[src/rtl/muldiv_seq.sv]
// Multi-cycle RV64M multiply/divide sequencer: one radix-2 shift-add or
// restoring-divide step per cycle, result held until the execute stage takes it.
module muldiv_seq #(
    parameter int XLEN = 64
) (
    input  logic            clk,
    input  logic            reset,
    input  logic            start_i,
    input  logic [3:0]      op_i,
    input  logic [XLEN-1:0] a_i,
    input  logic [XLEN-1:0] b_i,
    input  logic            flush_i,
    input  logic            ack_i,
    output logic            busy_o,
    output logic            stall_o,
    output logic            done_o,
    output logic [XLEN-1:0] result_o,
    output logic [1:0]      dbg_state_o
);

    // Handshake: start_i is taken only in IDLE when flush_i is low; done_o then
    // holds result_o stable until a cycle with ack_i or flush_i releases it.

    localparam int CW = $clog2(XLEN) + 1;

    typedef enum logic [1:0] {
        S_IDLE = 2'd0,
        S_CALC = 2'd1,
        S_DONE = 2'd2
    } state_t;

    state_t state_q, state_d;

    logic [XLEN-1:0] acc_q, acc_d;
    logic [XLEN-1:0] opa_q, opa_d;
    logic [XLEN-1:0] opb_q, opb_d;
    logic [XLEN-1:0] prem_q, prem_d;
    logic [CW-1:0]   cnt_q, cnt_d;
    logic [XLEN-1:0] result_q, result_d;
    logic            mul_q, mul_d;
    logic            w_q, w_d;
    logic            rem_sel_q, rem_sel_d;
    logic            negq_q, negq_d;
    logic            negr_q, negr_d;

    function automatic logic [XLEN-1:0] sext32(input logic [31:0] v);
        return {{(XLEN-32){v[31]}}, v};
    endfunction

    // Operation decode and operand preparation
    logic            accept;
    logic            dec_mul, dec_w, dec_signed, dec_rem, dec_legal;
    logic [XLEN-1:0] a_ext, b_ext, a_abs, b_abs, min_neg;
    logic            a_neg, b_neg, div_zero, ovf, special;
    logic [XLEN-1:0] special_res;

    always_comb begin
        accept     = (state_q == S_IDLE) && start_i && !flush_i;
        dec_mul    = (op_i == 4'd0) || (op_i == 4'd1);
        dec_w      = op_i inside {4'd1, 4'd6, 4'd7, 4'd8, 4'd9};
        dec_signed = op_i inside {4'd2, 4'd4, 4'd6, 4'd8};
        dec_rem    = op_i inside {4'd4, 4'd5, 4'd8, 4'd9};
        dec_legal  = (op_i <= 4'd9);

        if (dec_w) begin
            a_ext = dec_signed ? sext32(a_i[31:0]) : {{(XLEN-32){1'b0}}, a_i[31:0]};
            b_ext = dec_signed ? sext32(b_i[31:0]) : {{(XLEN-32){1'b0}}, b_i[31:0]};
        end else begin
            a_ext = a_i;
            b_ext = b_i;
        end

        a_neg = dec_signed && a_ext[XLEN-1];
        b_neg = dec_signed && b_ext[XLEN-1];
        a_abs = a_neg ? -a_ext : a_ext;
        b_abs = b_neg ? -b_ext : b_ext;

        min_neg  = dec_w ? sext32(32'h8000_0000) : {1'b1, {(XLEN-1){1'b0}}};
        div_zero = !dec_mul && (b_ext == '0);
        ovf      = !dec_mul && dec_signed && (a_ext == min_neg) && (b_ext == '1);
        special  = !dec_legal || div_zero || ovf;

        if (!dec_legal) begin
            special_res = '0;
        end else if (div_zero) begin
            special_res = dec_rem ? (dec_w ? sext32(a_ext[31:0]) : a_ext) : '1;
        end else begin
            special_res = dec_rem ? '0 : a_ext;
        end
    end

    // One iteration of the shared datapath plus the final sign fix-up
    logic [XLEN:0]   shifted, diff;
    logic            qbit;
    logic [XLEN-1:0] it_acc, it_opa, it_opb, it_prem;
    logic [XLEN-1:0] q_fix, r_fix, raw_res, final_res;

    always_comb begin
        shifted = {prem_q, acc_q[XLEN-1]};
        diff    = shifted - {1'b0, opb_q};
        qbit    = !diff[XLEN];

        if (mul_q) begin
            it_acc  = acc_q + (opa_q[0] ? opb_q : '0);
            it_opb  = opb_q << 1;
            it_prem = prem_q;
        end else begin
            it_acc  = {acc_q[XLEN-2:0], qbit};
            it_opb  = opb_q;
            it_prem = qbit ? diff[XLEN-1:0] : shifted[XLEN-1:0];
        end
        it_opa = opa_q >> 1;

        q_fix     = negq_q ? -it_acc : it_acc;
        r_fix     = negr_q ? -it_prem : it_prem;
        raw_res   = mul_q ? it_acc : (rem_sel_q ? r_fix : q_fix);
        final_res = w_q ? sext32(raw_res[31:0]) : raw_res;
    end

    always_comb begin
        acc_d     = acc_q;
        opa_d     = opa_q;
        opb_d     = opb_q;
        prem_d    = prem_q;
        cnt_d     = cnt_q;
        result_d  = result_q;
        mul_d     = mul_q;
        w_d       = w_q;
        rem_sel_d = rem_sel_q;
        negq_d    = negq_q;
        negr_d    = negr_q;

        if (accept) begin
            mul_d     = dec_mul;
            w_d       = dec_w;
            rem_sel_d = dec_rem;
            negq_d    = a_neg ^ b_neg;
            negr_d    = a_neg;
            prem_d    = '0;
            cnt_d     = dec_w ? CW'(32) : CW'(XLEN);
            if (dec_mul) begin
                acc_d = '0;
                opb_d = a_ext;
                opa_d = b_ext;
            end else begin
                // W divides start with the 32-bit dividend in the top half so
                // 32 shifts walk all of its bits into the partial remainder.
                acc_d = dec_w ? {a_abs[31:0], {(XLEN-32){1'b0}}} : a_abs;
                opb_d = b_abs;
                opa_d = '0;
            end
            if (special) begin
                result_d = special_res;
                cnt_d    = '0;
            end
        end else if (state_q == S_CALC) begin
            if (flush_i) begin
                cnt_d = '0;
            end else begin
                acc_d  = it_acc;
                opa_d  = it_opa;
                opb_d  = it_opb;
                prem_d = it_prem;
                cnt_d  = cnt_q - CW'(1);
                if (cnt_q == CW'(1)) begin
                    result_d = final_res;
                end
            end
        end
    end

    always_ff @(posedge clk) begin
        if (!reset) begin
            state_q   <= S_IDLE;
            acc_q     <= '0;
            opa_q     <= '0;
            opb_q     <= '0;
            prem_q    <= '0;
            cnt_q     <= '0;
            result_q  <= '0;
            mul_q     <= 1'b0;
            w_q       <= 1'b0;
            rem_sel_q <= 1'b0;
            negq_q    <= 1'b0;
            negr_q    <= 1'b0;
        end else begin
            state_q   <= state_d;
            acc_q     <= acc_d;
            opa_q     <= opa_d;
            opb_q     <= opb_d;
            prem_q    <= prem_d;
            cnt_q     <= cnt_d;
            result_q  <= result_d;
            mul_q     <= mul_d;
            w_q       <= w_d;
            rem_sel_q <= rem_sel_d;
            negq_q    <= negq_d;
            negr_q    <= negr_d;
        end
    end

    always_comb begin
        state_d = state_q;
        case (state_q)
            S_IDLE: begin
                if (accept) begin
                    state_d = special ? S_DONE : S_CALC;
                end
            end
            S_CALC: begin
                if (flush_i) begin
                    state_d = S_IDLE;
                end else if (cnt_q == CW'(1)) begin
                    state_d = S_DONE;
                end
            end
            S_DONE: begin
                if (flush_i || ack_i) begin
                    state_d = S_IDLE;
                end
            end
            default: state_d = S_IDLE;
        endcase
    end

    always_comb begin
        busy_o      = (state_q != S_IDLE);
        stall_o     = accept || (state_q == S_CALC);
        done_o      = (state_q == S_DONE);
        result_o    = result_q;
        dbg_state_o = state_q;
    end

endmodule

[config.mk]
export PLATFORM = sky130hd
export DESIGN_NAME = muldiv_seq
export DESIGN_NICKNAME = d
export VERILOG_FILES = /design/src/rtl/muldiv_seq.sv
export SDC_FILE = /design/constraint.sdc
export NUM_CORES = 2
export LEC_CHECK = 0
export CORE_UTILIZATION = 39
export DETAILED_ROUTE_END_ITERATION = 7
export HOLD_SLACK_MARGIN = 0.06
export PLACE_DENSITY = 0.67
export SLEW_MARGIN = 0
export SYNTH_ARGS = -nofsm -noshare
export SYNTH_HDL_FRONTEND = slang
export SYNTH_SLANG_ARGS = --single-unit
[constraint.sdc]
create_clock -name clk -period 8.6 [get_ports clk]
set_clock_uncertainty 0.05 [all_clocks]
set_input_delay 1.72 -clock clk [delete_from_list [all_inputs] [get_ports clk]]
set_output_delay 1.72 -clock clk [all_outputs]
set_load 0.005 [all_outputs]
==> metrics.txt <==
initial antenna violation count=15; Post-Layout Cell Count=between 6000 and 7000; Routed WL=between 150000 and 200000 um; asr flop ratio synth=0%; DP HPWL=147000 um; CTS tree=built; critical-path maximum fanout=25; FP Rows=110; die width=304 um; Netlist Area Pre-Place=roughly 36000 um^2; CP Launch Point=opb_q[1]; Final Total Pwr=approximately 6 mW; Area after DPL=approximately 38000 um^2; library cells used by synthesis=107; Post-CTS Resized=0; largest net degree at the start of global routing=158; leak pwr=about 14 nW; DRT antenna net count=0; RSZ-0062 raised after global routing=false; Reg area=about 6700 um^2; I/O Buffers=roughly 200; Total Nets Final=5408; Root Driver=clkbuf_16; cell taking the most area after synthesis=dfxtp_1; routing usage on met2=~57%; maximum vdd ir drop=about 0.15 mV; Finished Core Util=approximately 44%; worst hold path type=reg2reg; critical path type=reg2reg; commonest cells in the netlist=615 x a21oi_1, 558 x nand2_1, 513 x nor2_1; initial core utilization=between 30% and 40%; Clock Latency Late Sink=around 0.64 ns; CP max stage delay=0.55 ns; met1 Resource Use GR=between 50% and 60%; main flop type after synthesis=dfxtp_1; status=finished clean; Total GRT Usage=about two fifths; slowest CP cell=dfxtp_1; Worst-path clk slew=approximately 0.06 ns; die area=92400 um^2; # DRC=0; via count=43400; crit share post-route=about nine tenths; pwr dens=about 150 nW/um^2; Final setup viols=0; Max Slew Vio Count=0; Fin Setup TNS=0 ns; total grt overflow=0; Chip Height=a little over 300 um; GR peak layer=met2; Yosys reg bits=334; # hold bufs at CTS=0; count of clock tree sinks=between 300 and 400; Max Cap Viol=0; hold slack final=around 0.40 ns; gpl congestion=between 1 and 1.5; Reg2Reg Setup Slack=a little under 1 ns; worst path cell trace=inv_1 -> fa_1 -> a211oi_1 -> o211ai_1 -> a211oi_2 -> nor3_1 -> o2111a_1 -> a211o_2 -> nand2_1 -> o21ai_0 -> mux2i_1 -> ha_1 -> inv_1 -> or3_1 -> mux2i_1 -> o311a_1 -> nand3b_1 -> nor4_2 -> buf_4 -> nand2_2 -> o41ai_2 -> xnor2_1 -> o2111ai_1 -> a31oi_1; CTS Buf Count=45; final instance area=slightly below 40000 um^2; FF-to-FF End=result_o[56]; share of the synthesized area in the top cell type=about a fifth; global-route wire length before repair=~270000 um; layout cell share with drive strength beyond 1=roughly 5.3%; Synth area leaders=dfxtp_1 19%, a21oi_1 8.7%, o21ai_0 6.0%; placed cell count=roughly 6300; DRT Pass-1 Iters=8; Least-Margin Pin Slew=between 1 and 1.5 ns; post-synthesis sequential area ratio=about a fifth; Worst Slack Setup Final=approximately 0.96 ns; H-tree levels=2; met3 GRT Util=under 10%; filler cell count=~9400; Yosys warning count=0; synthesis-to-layout area growth=11.9%; Post-synth EDFFs=0; slew margin rel.=between 9 and 10%; worst path required time=about 9.0 ns; fin crit period=7.64 ns; Worst Setup EP=result_o[56]; worst reg2reg path depth=24; core area=90100 um^2; Avg Inst Size Synth=a little under 7 um^2; most common cell in the netlist=a21oi_1; Bufs on Longest Clock Path=3; Multi-input gate area=around 27000 um^2; Syn Nets=approximately 5500; initial DRC count=6713; WL/cell=between 20 and 30 um; f_max=0.131 GHz; Worst Setup Start Kind=flip-flop; Vias/cell=slightly below 7; R2R Path Start=opb_q[1]; Final Hold Fails=0; io pins=between 200 and 250; Setup Fix Bufs, Post-CTS=0; cell count after synthesis=around 5200; Hold Path Stages=2; CP endpoint kind=flip-flop; Critical Path AT=between 8 and 9 ns; vias in the first global route=around 39000; Setup Slack @ Placement=roughly 1.2 ns
## area by class of cell
cell class / instances / area share (%)
multi-input combinational: 4325 / 67.4
tap: 1176 / 3.70
antenna: 7 / 0.0440
timing repair buffer: 284 / 6.77
clock inverter: 20 / 0.698
sequential: 334 / 16.8
inverter: 145 / 1.38
clock buffer: 61 / 3.16
## per-layer routing
| metal | part of all wire (%) | up-vias |
|---|---|---|
| met4 | 9.0 | 12 |
| met2 | 41 | 2988 |
| met3 | 12 | 587 |
| met1 | 39 | 20600 |
| met5 | 0.036 | - |
| li1 | - | 19200 |
## state kept, by name, indices dropped and copies added, names as in the netlist
signal,flops
opb_q,64
dbg_state_o,2
negq_q,1
prem_q,64
mul_q,1
negr_q,1
rem_sel_q,1
opa_q,64
w_q,1
acc_q,64
cnt_q,7
result_o,64
## power by group
group | internal (mW) | switching [mW] | total, mW
Sequential | 1.62 | 0.0826 | 1.70
Clock | 1.16 | 0.874 | 2.03
Combinational | 0.710 | 1.55 | 2.26
## placed cells by master, fill, tap and decap left out, types with 19 or more instances in the layout
cell             count
a21oi_1            613
nand2_1            556
nor2_1             508
o21ai_0            425
dfxtp_1            331
clkdlybuf4s50_1    204
a211oi_1           189
xnor2_1            162
inv_1              142
ha_1               134
xor2_1             122
nor3_1             121
nand3_1             98
mux2i_1             93
nand4_1             90
and2_1              87
o211ai_1            83
buf_4               76
or3_1               60
a31oi_1             57
o31ai_1             56
nand2b_1            50
o22ai_1             50
o21a_1              47
a21o_1              46
a311oi_1            45
clkbuf_16           45
a221oi_1            44
nor4_1              39
and3_1              34
o221ai_1            33
nor2b_1             30
or2_2               29
or4_1               22
o21bai_1            21
a211o_1             21
o41ai_1             19
## cell families (layout without fill, tap and decap cells)
family	Yosys count	count (layout)	synth area share, %
AO/OA/AOI/OAI	1962	1962	35.4
XOR/XNOR	284	284	7.00
adder cells (fa/ha/maj)	139	139	4.91
buffers and inverters	542	510	6.04
flip-flops	334	334	18.8
multiplexers	109	109	3.13
other	0	7	0
AND/OR/NAND/NOR	1831	1831	24.7
## how the worst min path moves through the flow
stage	start	slack [ns]	endpoint
detailed placement	negq_q	0.39	negq_q
floorplan	opb_q[32]	0.39	opb_q[32]
global route	negq_q	0.43	negq_q
finish	negq_q	0.40	negq_q
CTS	negq_q	0.40	negq_q
global placement	negq_q	0.39	negq_q
## critical path, delay by kind of cell, from the launching register on
family	cells	cell delay, ns
adder cells (fa/ha/maj)	2	0.73
buffers and inverters	3	0.50
XOR/XNOR	1	0.17
multiplexers	2	0.55
AO/OA/AOI/OAI	10	3.38
flip-flops	1	0.55
AND/OR/NAND/NOR	6	1.53
(Power assumes the default switching activity.)
